===== config.mk =====
export PLATFORM = sky130hd
export DESIGN_NAME = cw305_pulpino_loader
export DESIGN_NICKNAME = d
export VERILOG_FILES = /design/src/rtl/cw305_pulpino_pkg.sv /design/src/rtl/cw305_loader_fifo.sv /design/src/rtl/cw305_pulpino_loader.sv
export SDC_FILE = /design/constraint.sdc
export NUM_CORES = 1
export LEC_CHECK = 0
export ABC_AREA = 1
export BUFFER_PORTS_ARGS = -buffer_cell sky130_fd_sc_hd__buf_2
export CAP_MARGIN = 20
export CORE_ASPECT_RATIO = 1.5
export CORE_MARGIN = 2
export CORE_UTILIZATION = 40
export CTS_BUF_LIST = sky130_fd_sc_hd__clkbuf_4
export CTS_CLUSTER_SIZE = 8
export DETAILED_ROUTE_END_ITERATION = 10
export GPL_TIMING_DRIVEN = 0
export HOLD_SLACK_MARGIN = 0.08
export PLACE_DENSITY = 0.66
export SLEW_MARGIN = 0
export SYNTH_ARGS = -nofsm -noshare
export SYNTH_HDL_FRONTEND = slang
export SYNTH_SLANG_ARGS = --single-unit

===== constraint.sdc =====
create_clock -name crypto_clk -period 11.7 [get_ports crypto_clk]
set_input_delay 1.17 -clock crypto_clk [delete_from_list [all_inputs] [get_ports crypto_clk]]
set_output_delay 1.17 -clock crypto_clk [all_outputs]
set_load 0.005 [all_outputs]

===== src/rtl/cw305_pulpino_pkg.sv =====
// Shared types and constants for the CW305 -> PULPino command loader.
// Contents: FSM state enum, error bit indices, packed command width helper.
package cw305_pulpino_pkg;

  typedef enum logic [1:0] {
    IDLE = 2'd0,
    REQ  = 2'd1,
    RESP = 2'd2
  } state_t;

  localparam int unsigned ERR_TIMEOUT  = 0;
  localparam int unsigned ERR_OVERFLOW = 1;
  localparam int unsigned ERR_W        = 2;

  // Packed command layout is {we, be, addr, wdata}.
  function automatic int unsigned cmd_width(input int unsigned data_w, input int unsigned addr_w);
    return 1 + data_w / 8 + addr_w + data_w;
  endfunction

  localparam int unsigned CMD_W = cmd_width(32, 32);

endpackage


===== src/rtl/cw305_loader_fifo.sv =====
// Synchronous FIFO holding packed loader commands.
// Ports: clk, reset (sync, active-high), push/din, pop, head_c (current head),
//        full_c/empty_c (decoded from the registered count), count.
// Pushes while full and pops while empty are ignored.
module cw305_loader_fifo #(
  parameter int unsigned pWIDTH = 8,
  parameter int unsigned pDEPTH = 4
) (
  input  logic                          clk,
  input  logic                          reset,
  input  logic                          push,
  input  logic [pWIDTH-1:0]             din,
  input  logic                          pop,
  output logic [pWIDTH-1:0]             head_c,
  output logic                          full_c,
  output logic                          empty_c,
  output logic [$clog2(pDEPTH):0]       count
);

  localparam int unsigned PTR_W = $clog2(pDEPTH);
  localparam int unsigned CNT_W = PTR_W + 1;

  logic [pWIDTH-1:0] mem [pDEPTH];
  logic [PTR_W-1:0]  wr_ptr;
  logic [PTR_W-1:0]  rd_ptr;
  logic              push_en;
  logic              pop_en;

  assign full_c  = (count == CNT_W'(pDEPTH));
  assign empty_c = (count == '0);
  assign push_en = push & ~full_c;
  assign pop_en  = pop & ~empty_c;
  assign head_c  = mem[rd_ptr];

  // Storage needs no reset; validity is tracked by count.
  always_ff @(posedge clk) begin
    if (push_en) mem[wr_ptr] <= din;
  end

  // Pointers wrap naturally because the depth is a power of two.
  always_ff @(posedge clk) begin
    if (reset) begin
      wr_ptr <= '0;
      rd_ptr <= '0;
      count  <= '0;
    end else begin
      if (push_en) wr_ptr <= wr_ptr + PTR_W'(1);
      if (pop_en)  rd_ptr <= rd_ptr + PTR_W'(1);
      count <= count + CNT_W'(push_en) - CNT_W'(pop_en);
    end
  end

endmodule


===== src/rtl/cw305_pulpino_loader.sv =====
// Bridge replaying buffered host read/write commands as PULPino req/gnt/rvalid
// bus transactions; returns read data, sticky errors and a completion count.
// Ports: crypto_clk/reset_i (sync, active-high); I_cmd_* command input with
//        O_cmd_ready; O_rdata/O_rdata_valid, O_busy, O_err/I_err_clr,
//        O_done_count status; data_* PULPino data port; O_trigger.
// Build option: CW305_PULPINO_LOADER_TRIGGER_EN drives O_trigger during writes;
//        otherwise O_trigger is tied low.
module cw305_pulpino_loader
  import cw305_pulpino_pkg::*;
#(
  parameter int unsigned pDATA_WIDTH = 32,
  parameter int unsigned pADDR_WIDTH = 32,
  parameter int unsigned pFIFO_DEPTH = 4,
  parameter int unsigned pTIMEOUT    = 255
) (
  input  logic                       crypto_clk,
  input  logic                       reset_i,
  input  logic                       I_cmd_valid,
  input  logic                       I_cmd_we,
  input  logic [pADDR_WIDTH-1:0]     I_cmd_addr,
  input  logic [pDATA_WIDTH-1:0]     I_cmd_wdata,
  input  logic [pDATA_WIDTH/8-1:0]   I_cmd_be,
  output logic                       O_cmd_ready,
  output logic [pDATA_WIDTH-1:0]     O_rdata,
  output logic                       O_rdata_valid,
  output logic                       O_busy,
  output logic [1:0]                 O_err,
  input  logic                       I_err_clr,
  output logic [15:0]                O_done_count,
  output logic                       data_req_o,
  output logic [pADDR_WIDTH-1:0]     data_addr_o,
  output logic                       data_we_o,
  output logic [pDATA_WIDTH/8-1:0]   data_be_o,
  output logic [pDATA_WIDTH-1:0]     data_wdata_o,
  input  logic                       data_gnt_i,
  input  logic                       data_rvalid_i,
  input  logic [pDATA_WIDTH-1:0]     data_rdata_i,
  output logic                       O_trigger
);

  localparam int unsigned BE_W  = pDATA_WIDTH / 8;
  localparam int unsigned CW    = cmd_width(pDATA_WIDTH, pADDR_WIDTH);
  localparam int unsigned OCC_W = $clog2(pFIFO_DEPTH) + 1;
  localparam int unsigned TMO_W = $clog2(pTIMEOUT + 1);
  // Counter starts at 0 on phase entry, so LAST is hit on cycle pTIMEOUT.
  localparam logic [TMO_W-1:0] TMO_LAST = TMO_W'(pTIMEOUT - 1);

  state_t               state_q, state_d;
  logic [CW-1:0]        cmd_in, cmd_head;
  logic                 fifo_full, fifo_empty;
  logic [OCC_W-1:0]     fifo_count, occ_next;
  logic                 push_ok, pop;

  logic                 req_d, we_d, rvalid_d, busy_d;
  logic [pADDR_WIDTH-1:0] addr_d;
  logic [BE_W-1:0]      be_d;
  logic [pDATA_WIDTH-1:0] wdata_d, rdata_d;
  logic [15:0]          done_d;
  logic [TMO_W-1:0]     phase_cnt, cnt_d;
  logic [ERR_W-1:0]     err_set, err_d;

  assign cmd_in      = {I_cmd_we, I_cmd_be, I_cmd_addr, I_cmd_wdata};
  assign push_ok     = I_cmd_valid & ~fifo_full;
  assign O_cmd_ready = ~fifo_full;
  assign occ_next    = fifo_count + OCC_W'(push_ok) - OCC_W'(pop);

  cw305_loader_fifo #(
    .pWIDTH (CW),
    .pDEPTH (pFIFO_DEPTH)
  ) u_fifo (
    .clk     (crypto_clk),
    .reset   (reset_i),
    .push    (push_ok),
    .din     (cmd_in),
    .pop     (pop),
    .head_c  (cmd_head),
    .full_c  (fifo_full),
    .empty_c (fifo_empty),
    .count   (fifo_count)
  );

  // Next-state and next-output logic for the transaction FSM.
  always_comb begin
    state_d  = state_q;
    req_d    = data_req_o;
    addr_d   = data_addr_o;
    we_d     = data_we_o;
    be_d     = data_be_o;
    wdata_d  = data_wdata_o;
    rdata_d  = O_rdata;
    rvalid_d = 1'b0;
    done_d   = O_done_count;
    cnt_d    = phase_cnt;
    pop      = 1'b0;
    err_set  = '0;

    case (state_q)
      IDLE: begin
        if (!fifo_empty) begin
          pop = 1'b1;
          {we_d, be_d, addr_d, wdata_d} = cmd_head;
          req_d   = 1'b1;
          cnt_d   = '0;
          state_d = REQ;
        end
      end
      REQ: begin
        if (data_gnt_i) begin
          req_d   = 1'b0;
          cnt_d   = '0;
          state_d = RESP;
        end else if (phase_cnt == TMO_LAST) begin
          req_d                = 1'b0;
          err_set[ERR_TIMEOUT] = 1'b1;
          state_d              = IDLE;
        end else begin
          cnt_d = phase_cnt + TMO_W'(1);
        end
      end
      RESP: begin
        if (data_rvalid_i) begin
          if (!data_we_o) begin
            rdata_d  = data_rdata_i;
            rvalid_d = 1'b1;
          end
          done_d  = O_done_count + 16'd1;
          state_d = IDLE;
        end else if (phase_cnt == TMO_LAST) begin
          err_set[ERR_TIMEOUT] = 1'b1;
          state_d              = IDLE;
        end else begin
          cnt_d = phase_cnt + TMO_W'(1);
        end
      end
      default: state_d = IDLE;
    endcase

    if (I_cmd_valid && fifo_full) err_set[ERR_OVERFLOW] = 1'b1;

    // A new error event outranks a simultaneous clear.
    err_d  = (I_err_clr ? '0 : O_err) | err_set;
    busy_d = (occ_next != '0) || (state_d != IDLE);
  end

  // State and output registers.
  always_ff @(posedge crypto_clk) begin
    if (reset_i) begin
      state_q       <= IDLE;
      data_req_o    <= 1'b0;
      data_addr_o   <= '0;
      data_we_o     <= 1'b0;
      data_be_o     <= '0;
      data_wdata_o  <= '0;
      O_rdata       <= '0;
      O_rdata_valid <= 1'b0;
      O_done_count  <= '0;
      O_err         <= '0;
      O_busy        <= 1'b0;
      phase_cnt     <= '0;
    end else begin
      state_q       <= state_d;
      data_req_o    <= req_d;
      data_addr_o   <= addr_d;
      data_we_o     <= we_d;
      data_be_o     <= be_d;
      data_wdata_o  <= wdata_d;
      O_rdata       <= rdata_d;
      O_rdata_valid <= rvalid_d;
      O_done_count  <= done_d;
      O_err         <= err_d;
      O_busy        <= busy_d;
      phase_cnt     <= cnt_d;
    end
  end

`ifdef CW305_PULPINO_LOADER_TRIGGER_EN
  // Scope capture window: high while a write occupies REQ or RESP.
  always_ff @(posedge crypto_clk) begin
    if (reset_i) O_trigger <= 1'b0;
    else         O_trigger <= (state_d != IDLE) && we_d;
  end
`else
  assign O_trigger = 1'b0;
`endif

endmodule


==> results.txt, run 1 <==
CP max stage cell: fa_1
Reg-to-reg startpoint: state_q[0]
Max-slew violations: 0
Net Count, Synth: 1533
Root Driver: clkbuf_4
Vias in the first global route: 11800
TritonCTS Buffers: 93
Critical Path Fanout Max: 10
CP endpoint kind: flip-flop
Register bit total from synthesis: 415
Yosys warns: 0
Max stage delay on crit path: 0.41 ns
1st-iter DRT viols: 681
Grt ovf: 0
Sequential share of the synthesized area: 69.9%
Placer Congestion: 0.812
Max-slew headroom: 40.5%
DR pass1 iterations: 5
DP HPWL: 27100 µm
Syn Std Cell Area: 15800 µm²
Drt via density: 5.05
Startpoint Class: flip-flop
Post-synth EDFFs: 276
Arrival time at the worst endpoint: 3.63 ns
Min-Delay Path Class: flip-flop to flip-flop
Place WS: 8.65 ns
Setup ws final: 8.76 ns
H-tree Lvls: 3
Fin Clk Skew: 0.0469 ns
Pwr Density: 221 nW/µm²
Top-area cell type share of the netlist area: 52.3%
FILL cells: 3590
Synth area leaders: edfxtp_1 52%, dfxtp_1 18%, nor2_1 8.7%
F_max: 340 MHz
# IOs: 231
RR Endpoint: O_busy
Synth area leader: edfxtp_1
Post-DR wirelength/cell: 17.5 µm
CP Cell Sequence: inv_1 -> ha_1 -> nand2_2 -> inv_2 -> buf_6 -> buf_2 -> ha_1 -> inv_1 -> ha_1 -> fa_1 -> nor2_1 -> nand2_1 -> nor2_1 -> nand2_1 -> nand2_1 -> nand2_1
Total wire length: 40900 µm
Die span in y: 248 µm
Number of port buffers: 229
Post-Syn Instances: 1410
Req. time, crit path: 12.39 ns
Clock slew at reported path FFs: 0.07 ns
CTS tree: done
Final TNS setup: 0 ns
Peak supply drop: 85.8 µV
Synth Area per Inst: 11.2 µm²
Initial core utilization: 40.4%
Total core area: 39200 µm²
Vias: 11800
Worst Setup SP: state_q[0]
DIE WIDTH: 167 µm
Initial antenna violation count: 13
Ys async rst share: 0%
Worst-margin pin slew: 0.891 ns
Setup Buffers After CTS: 0
GRT Total Usage: 19.3%
CP endpoint: O_busy
Detailed-route DRC error count: 0
Final Hold Viols: 0
Leak Pwr: 7.54 nW
Most used cell, CP: nand2_1
Prevailing post-synth register cell: edfxtp_1
Largest net degree at the start of global routing: 28
Final setup violation count: 0
Outcome: finished, final reports clean
Nets: 1866
Maximum clock path buffer count: 3
Hold-fix buffers, CTS: 0
Global-route wire length before repair: 61800 µm
Distinct cell type count after synthesis: 35
R2R Setup Slk: 8.76 ns
Count leader, synth: nor2_1
CTS sink cnt: 415
Minimum clock period: 2.94 ns
Worst skew pair latency: 0.80 ns
Area growth syn-to-layout: 20.6%
Die ar.: 41300 µm²
Max-Cap Viols: 0
Top cells by count, synth: 369 x nor2_1, 276 x edfxtp_1, 231 x o21ai_0
Crit Path Class: flip-flop to flip-flop
Layout cells sized above 1: 26.1%
Core Rows: 89
RSZ-0062 raised after global routing: no
DRT antenna net count: 0
Post-CTS sizing: 0
Reg2Reg Depth: 16
Period utilization: 25.1%
## registers in the layout, indices dropped and copies added (netlist names), 2 cells and up
signal         cells
O_rdata           32
data_wdata_o      32
u_fifo.rd_ptr      2
data_be_o          4
u_fifo.wr_ptr      2
O_done_count      16
u_fifo.mem       276
u_fifo.count       3
O_err              2
state_q            2
phase_cnt          8
data_addr_o       32
## cells in the final DEF, fill, tap and decap left out, types with 12 or more instances in the layout
| cell type | netlist | routed |
|---|---|---|
| buf_6 | 19 | 19 |
| edfxtp_1 | 276 | 276 |
| ha_1 | 14 | 14 |
| clkbuf_1 | 32 | 32 |
| clkbuf_4 | 0 | 145 |
| dfxtp_1 | 139 | 139 |
| inv_1 | 49 | 49 |
| nand2_1 | 69 | 69 |
| o21ai_1 | 24 | 24 |
| clkinv_1 | 0 | 16 |
| buf_2 | 23 | 252 |
| o21ai_0 | 231 | 231 |
| nor2_1 | 369 | 365 |
| a31oi_1 | 69 | 69 |
| nand3_1 | 12 | 12 |
| a21oi_1 | 26 | 26 |
## power breakdown
part	internal, W	leakage, nW	switching [W]
combinational	0.000416	3.14	0.000794
sequential	0.00179	3.67	0.0000957
clock	0.000570	0.733	0.000564
total	0.00278	7.54	0.00145
## per-layer routing
layer | up-vias | GRT usage (%) | part of all wire (%)
met4 | 10 | 10.5 | 3.3
met2 | 404 | 35.4 | 52
met5 | - | 0 | 0.17
met1 | 5613 | 20.4 | 38
li1 | 5653 | - | -
met3 | 104 | 4.70 | 6.4
## worst min path at each step
stage              from        to  cells past startpoint
2_1_floorplan  O_err[0]  O_err[0]                      2
5_1_grt        O_err[1]  O_err[1]                      2
3_5_place_dp   O_err[0]  O_err[0]                      2
6_report       O_err[0]  O_err[0]                      2
3_3_place_gp   O_err[1]  O_err[1]                      2
4_1_cts        O_err[0]  O_err[0]                      2
## through the flow
| stage | hold WS (ns) | cell area, µm² | utilization [%] | power (W) | instances |
|---|---|---|---|---|---|
| 6_report | 0.463 | 19100 | 48.7 | 0.00423 | 2333 |
| 5_1_grt | 0.483 | 19100 | 48.7 | 0.00449 | 2332 |
| 2_1_floorplan | 0.460 | 15800 | - | 0.00264 | 1410 |
| 3_3_place_gp | 0.449 | 17600 | 45.0 | 0.00310 | 2139 |
| 4_1_cts | 0.468 | 19100 | 48.7 | 0.00427 | 2323 |
| 3_5_place_dp | 0.458 | 17800 | 45.5 | 0.00314 | 2148 |
## cells by family (layout without fill, tap and decap cells)
| family | after synthesis | in the layout | share of synthesized area (%) |
|---|---|---|---|
| simple gates | 485 | 485 | 12.5 |
| flops | 415 | 415 | 69.9 |
| compound gates | 355 | 355 | 11.9 |
| buf+inv | 138 | 551 | 4.45 |
| fa+ha+maj | 16 | 16 | 1.36 |
| other cells | 1 | 11 | 0.0237 |
## worst max-delay path, delay by kind of cell (launching register included)
kind                     cells  cell delay, ns
adder cells (fa/ha/maj)      4            1.06
buffers and inverters        5            0.84
AND/OR/NAND/NOR              7            0.57
flip-flops                   1            0.33
## area by class of cell
class / count / area, µm² / area share, %
buffer: 82 / 493 / 2.58
clock buffer: 145 / 1090 / 5.70
clock inverter: 30 / 146 / 0.766
timing repair buffer: 238 / 1340 / 7.02
tap: 500 / 626 / 3.27
antenna: 10 / 25.0 / 0.131
inverter: 56 / 213 / 1.11
multi-input combinational: 857 / 4100 / 21.5
sequential: 415 / 11100 / 57.9
(Power assumes the default switching activity.)
==> run 2: changes to the inputs <==
Settings changed: PLACE_DENSITY 0.66 to 0.69.
Clock period 11.7 ns to 2.6 ns, I/O delays scaled along.
==> run 2 against run 1 <==
Clock power rose to 4.8 times the previous value. Power increased to 4.7 times the previous value. Global-route usage rose by 1.0 points. Via count increased by 5.3%. Setup slack got worse by 8.6 ns. Sequential cell count unchanged. Sequential share of layout area down 3.9 points. Combinational power rose to 4.8 times the previous value. Cell count rose by 5.5%. Fmax increased by 19%. First-iteration DRC count grew 18%. Non-clock buffer count up 124.
==> results.txt, run 2 (synthesis results as in run 1) <==
Arrival time at the worst endpoint: 3.15 ns (-0.48 ns)
Die span in y: 248 µm (unchanged)
Vias: 12400 (+5.3%)
Max-slew violations: 0 (unchanged)
Largest reg by FF count: u_fifo.mem
Worst skew pair latency: 0.80 ns (about the same)
Core Rows: 89 (unchanged)
Crit Path Class: flip-flop to flip-flop
CP Cell Sequence: inv_1 -> ha_2 -> nand2_4 -> inv_4 -> buf_12 -> ha_1 -> inv_1 -> ha_1 -> fa_1 -> nor2_1 -> nand2_1 -> nor2_1 -> nand2_1 -> nand2_1 -> nand2_1
Pwr Density: 965 nW/µm² (+340%)
Startpoint Class: flip-flop
Most used cell, CP: nand2_1
Clock slew at reported path FFs: 0.07 ns (about the same)
Comb power frac: 29.5% (+0.9 points)
# IOs: 231 (unchanged)
Total wire length: 43100 µm (+5.5%)
CP max stage cell: fa_1
Max-slew headroom: 45.4% (+5.0 points)
Max-Cap Viols: 0 (unchanged)
1st-iter DRT viols: 801 (+18%)
Die ar.: 41300 µm² (unchanged)
Sequential share of power: 42.9% (-1.7 points)
Outcome: finished, final reports clean
Root Driver: clkbuf_4
Placed cell area: 17900 µm² (+0.35%)
Area growth syn-to-layout: 29.4%
RSZ-0062 raised after global routing: no
Crit-path leading delay family: adder cells
Min-Delay Path Class: primary input to flip-flop
Final Hold Viols: 0 (unchanged)
Maximum clock path buffer count: 3 (unchanged)
Detailed-route DRC error count: 0 (unchanged)
Final TNS setup: 0 ns (unchanged)
Clock power frac: 27.5% (+0.7 points)
DR pass1 iterations: 5 (unchanged)
Leak Pwr: 8.19 nW (+8.6%)
Max reg flops: 276 (unchanged)
Most frequent cells in the layout: 365 x nor2_1, 276 x edfxtp_1, 251 x buf_2, 231 x o21ai_0, 156 x clkbuf_4
Drt via density: 5.04 (-0.18%)
CTS sink cnt: 415 (unchanged)
Fin Clk Skew: 0.0631 ns (+0.0163 ns)
Vias in the first global route: 12800 (+9.0%)
FILL cells: 3416 (-4.8%)
TritonCTS Buffers: 97 (+4.3%)
Max stage delay on crit path: 0.44 ns (+0.03 ns)
CTS tree: done
Final Power: 0.0198 W (+370%)
Nets: 1994 (+6.9%)
F_max: 406 MHz (+19%)
H-tree Lvls: 3 (unchanged)
Post-DR wirelength/cell: 17.5 µm (about the same)
Req. time, crit path: 3.29 ns (-9.10 ns)
Worst hold slack: 0.207 ns (-0.257 ns)
Final instance area: 20500 µm² (+7.3%)
Switch share: 33.7% (-0.67 points)
Worst path bufs/invs: 4 (-1)
Initial antenna violation count: 8 (-5)
Minimum clock period: 2.47 ns (-0.472 ns)
Sw power: 0.00667 W (+360%)
Peak supply drop: 430 µV (+400%)
Grt ovf: 0 (unchanged)
Number of port buffers: 229 (unchanged)
Global-route wire length before repair: 65700 µm (+6.3%)
Commonest non-fill, non-tap cell in the layout: nor2_1
Placer Congestion: 0.809 (-0.42%)
Critical Path Fanout Max: 8 (-2)
DIE WIDTH: 167 µm (unchanged)
Initial core utilization: 40.4% (unchanged)
GRT Total Usage: 20.3% (+1.0 points)
Largest net degree at the start of global routing: 27 (-3.6%)
Internal: 0.0131 W (+370%)
CP endpoint kind: flip-flop
DP HPWL: 27700 µm (+2.1%)
Final setup violation count: 0 (unchanged)
Fin util: 52.3% (+3.6 points)
Period utilization: 94.8% (+70 points)
DRT antenna net count: 0 (unchanged)
Total core area: 39200 µm² (unchanged)
Worst-margin pin slew: 0.816 ns (-0.0747 ns)
Layout cells sized above 1: 25.1% (-0.94 points)
run 2: cell types whose count changed in the layout (fill, tap and decap cells not counted), moves of 2 or more:
| cell | delta |
|---|---|
| buf_16 | +3 |
| buf_4 | +5 |
| bufinv_16 | +2 |
| clkbuf_4 | +11 |
| clkinv_2 | -2 |
| clkinv_4 | -2 |
| clkinvlp_4 | -3 |
| dfxtp_1 | -2 |
| diode_2 | -4 |
| dlygate4sd3_1 | +118 |
run 2: through the flow:
stage | setup slack (ns) | std cells
floorplan | -0.367 | 1410
global placement | -2.04 | 2139
detailed placement | -0.330 | 2150
CTS | 0.0145 | 2451
global route | 0.0000449 | 2461
finish | 0.134 | 2461
run 2: final timing paths:
path / start / end / slack (ns) / cells past startpoint
worst min-delay path: I_cmd_valid / u_fifo.wr_ptr[1] / 0.21 / 3
worst max-delay path: state_q[0] / O_busy / 0.13 / 15
worst max register to register: state_q[0] / O_busy / 0.13 / 15
worst min register to register: data_req_o / data_req_o / 0.50 / 1
run 2: power by group through the flow:
stage	Combinational, W	Sequential [W]	Clock, W
finish	0.00584	0.00849	0.00544
detailed placement	0.00556	0.00862	0
global placement	0.00526	0.00865	0
global route	0.00644	0.00856	0.00593
CTS	0.00579	0.00848	0.00560
floorplan	0.00329	0.00856	0
run 2: final cells by class:
type                            instances  area [µm²]  share of cell area (%)
Sequential cell                       415       11100                    54.0
Multi-Input combinational cell        857        4110                    20.1
Timing Repair Buffer                  363        2620                    12.8
Clock buffer                          156        1170                    5.71
Tap cell                              500         626                    3.05
Buffer                                 81         497                    2.42
Inverter                               56         215                    1.05
Clock inverter                         27         164                   0.800
Antenna cell                            6        15.0                  0.0732
run 2: routing by layer:
layer	vias to the layer above	part of all wire (%)	routed length [µm]	track usage (%)
li1	5911	-	-	-
met1	5896	38	16300	21.8
met2	472	52	22400	36.9
met3	125	5.8	2500	4.19
met4	4	4.3	1860	12.3
met5	-	0.056	24	0
run 2: timing repair:
action,CTS,global route
pin swaps,1,1
gates resized for setup,5,4
hold buffers,118,0
endpoints found under the setup margin,3,2
endpoints found under the hold margin,340,0
setup buffers,1,4
run 2: worst min-delay path, delay by kind of cell:
| kind | cells | cell delay [ns] |
|---|---|---|
| compound gates | 1 | 0.26 |
| buf+inv | 1 | 0.09 |
| simple gates | 1 | 0.35 |
==> run 3: changes to the inputs <==
Settings changed: CELL_PAD_IN_SITES_DETAIL_PLACEMENT set to 0, CELL_PAD_IN_SITES_GLOBAL_PLACEMENT set to 2, CORE_UTILIZATION 40 to 35, PLACE_DENSITY 0.69 to 0.85.
==> run 3 against run 2 <==
Sequential share of layout area barely moved. Sequential power barely moved. Clock skew fell by 0.0091 ns. First-iteration DRC count fell by 26%. Clock power fell by 5.0%. Register-to-register slack got worse by 0.04 ns. Power fell by 1.3%. Wire length rose by 2.1%. Sequential cell count did not move. Via count fell by 2.1%. Fmax fell by 1.5%. Largest cell class unchanged. Highest routed layer unchanged.
==> results.txt, run 3 (synthesis results as in run 1) <==
Grt ovf: 0 (unchanged)
Leak Pwr: 8.14 nW (-0.58%)
Detailed-route DRC error count: 0 (unchanged)
Layout cells sized above 1: 24.8% (-0.29 points)
Min-Delay Path Class: primary input to flip-flop
Largest net degree at the start of global routing: 28 (+3.7%)
Req. time, crit path: 3.31 ns (+0.02 ns)
DIE WIDTH: 178 µm (+6.7%)
Number of port buffers: 229 (unchanged)
Root Driver: clkbuf_4
Place WS: -0.375 ns (-0.0446 ns)
Initial core utilization: 35.4% (-5.1 points)
Vias: 12200 (-2.1%)
GRT Total Usage: 18.8% (-1.5 points)
Total core area: 44800 µm² (+14%)
Minimum clock period: 2.50 ns (+0.0383 ns)
DP HPWL: 28300 µm (+2.4%)
Total wire length: 44000 µm (+2.1%)
Max-Cap Viols: 0 (unchanged)
Drt via density: 4.76 (-5.5%)
Core Rows: 95 (+6.7%)
H-tree Lvls: 3 (unchanged)
DR pass1 iterations: 5 (unchanged)
Nets: 1999 (+0.25%)
TritonCTS Buffers: 101 (+4.1%)
Max reg flops: 276 (unchanged)
Final Hold Viols: 0 (unchanged)
Setup ws final: 0.0961 ns (-0.0383 ns)
Pwr Density: 952 nW/µm² (-1.3%)
Max-slew violations: 0 (unchanged)
Fin Clk Skew: 0.0541 ns (-0.00907 ns)
Initial antenna violation count: 7 (-1)
CTS tree: done
F_max: 399 MHz (-1.5%)
Most frequent cells in the layout: 365 x nor2_1, 276 x edfxtp_1, 251 x buf_2, 231 x o21ai_0, 141 x clkbuf_4
1st-iter DRT viols: 594 (-26%)
Global-route wire length before repair: 67400 µm (+2.7%)
Peak supply drop: 439 µV (+2.2%)
Startpoint Class: flip-flop
Crit Path Class: flip-flop to flip-flop
Worst-margin pin slew: 0.927 ns (+0.111 ns)
RSZ-0062 raised after global routing: yes
Arrival time at the worst endpoint: 3.21 ns (+0.06 ns)
Final setup violation count: 0 (unchanged)
Maximum clock path buffer count: 3 (unchanged)
Commonest non-fill, non-tap cell in the layout: nor2_1
Max-slew headroom: 38.0% (-7.4 points)
Worst skew pair latency: 0.83 ns (+0.03 ns)
CP endpoint kind: flip-flop
Area growth syn-to-layout: 29.3% (about the same)
Die span in y: 265 µm (+6.8%)
Placed cells: 2230 (+3.7%)
Fin util: 45.7% (-6.6 points)
Period utilization: 96.3% (+1.5 points)
Placer Congestion: 0.797 (-1.5%)
Vias in the first global route: 12600 (-2.2%)
Final TNS setup: 0 ns (unchanged)
Outcome: finished, final reports clean
Post-DR wirelength/cell: 17.3 µm (-1.5%)
Critical Path Fanout Max: 13 (+5)
Clock slew at reported path FFs: 0.07 ns (about the same)
Die ar.: 47000 µm² (+14%)
Post-Layout Cell Count: 2550 (+3.6%)
Largest reg by FF count: u_fifo.mem
# IOs: 231 (unchanged)
Worst hold slack: 0.177 ns (-0.0299 ns)
DRT antenna net count: 0 (unchanged)
CTS sink cnt: 415 (unchanged)
## run 3: cell type report
type | count | area, µm²
Antenna cell | 6 | 15.0
Inverter | 56 | 215
Clock inverter | 48 | 204
Clock buffer | 141 | 1060
Buffer | 81 | 497
Multi-Input combinational cell | 857 | 4110
Sequential cell | 415 | 11100
Fill cell | 4210 | 24300
Timing Repair Buffer | 364 | 2590
Tap cell | 582 | 728
## run 3: path summary, 6_finish.rpt
kind	from	depth (start not counted)	to	slack, ns
max	state_q[0]	15	O_busy	0.1
min	I_cmd_addr[0]	2	u_fifo.mem[2][32]	0.18
max reg2reg	state_q[0]	15	O_busy	0.1
min reg2reg	O_done_count[8]	1	O_done_count[8]	0.50
## run 3: metal layers
| metal | part of all wire [%] | up-vias | track usage, % |
|---|---|---|---|
| met2 | 53 | 378 | 34.6 |
| met4 | 2.9 | 6 | 7.78 |
| met3 | 5.6 | 103 | 4.29 |
| met5 | 0.10 | - | 0 |
| met1 | 38 | 5728 | 20.6 |
| li1 | - | 5935 | - |
## run 3: timing repair
action	4_1_cts	5_1_grt
endpoints found under the hold margin	337	0
resized for setup	6	2
hold buffers	117	0
gates cloned	0	0
pin swaps	1	1
endpoints found under the setup margin	3	12
setup buffers	1	8
## run 3: critical path, stage by stage (launching register included)
cell     delay, ns
dfxtp_2       0.35
inv_1         0.07
ha_2          0.21
nand2_4       0.11
inv_4         0.08
buf_12        0.16
ha_1          0.27
inv_1         0.05
ha_1          0.20
fa_1          0.44
nor2_1        0.11
nand2_1       0.05
nor2_1        0.09
nand2_1       0.08
nand2_1       0.06
nand2_1       0.05
## run 3: metrics by stage
step	total power (W)	cell area, µm²
floorplan	0.0119	15900
detailed placement	0.0142	17900
global route	0.0208	20500
CTS	0.0197	20400
global placement	0.0141	17700
finish	0.0195	20500
## run 3: report_power, final
group / internal, W / switching, W / total, W
Clock: 0.00254 / 0.00264 / 0.00517
Sequential: 0.00805 / 0.000425 / 0.00848
Combinational: 0.00215 / 0.00371 / 0.00587
Total: 0.0127 / 0.00677 / 0.0195
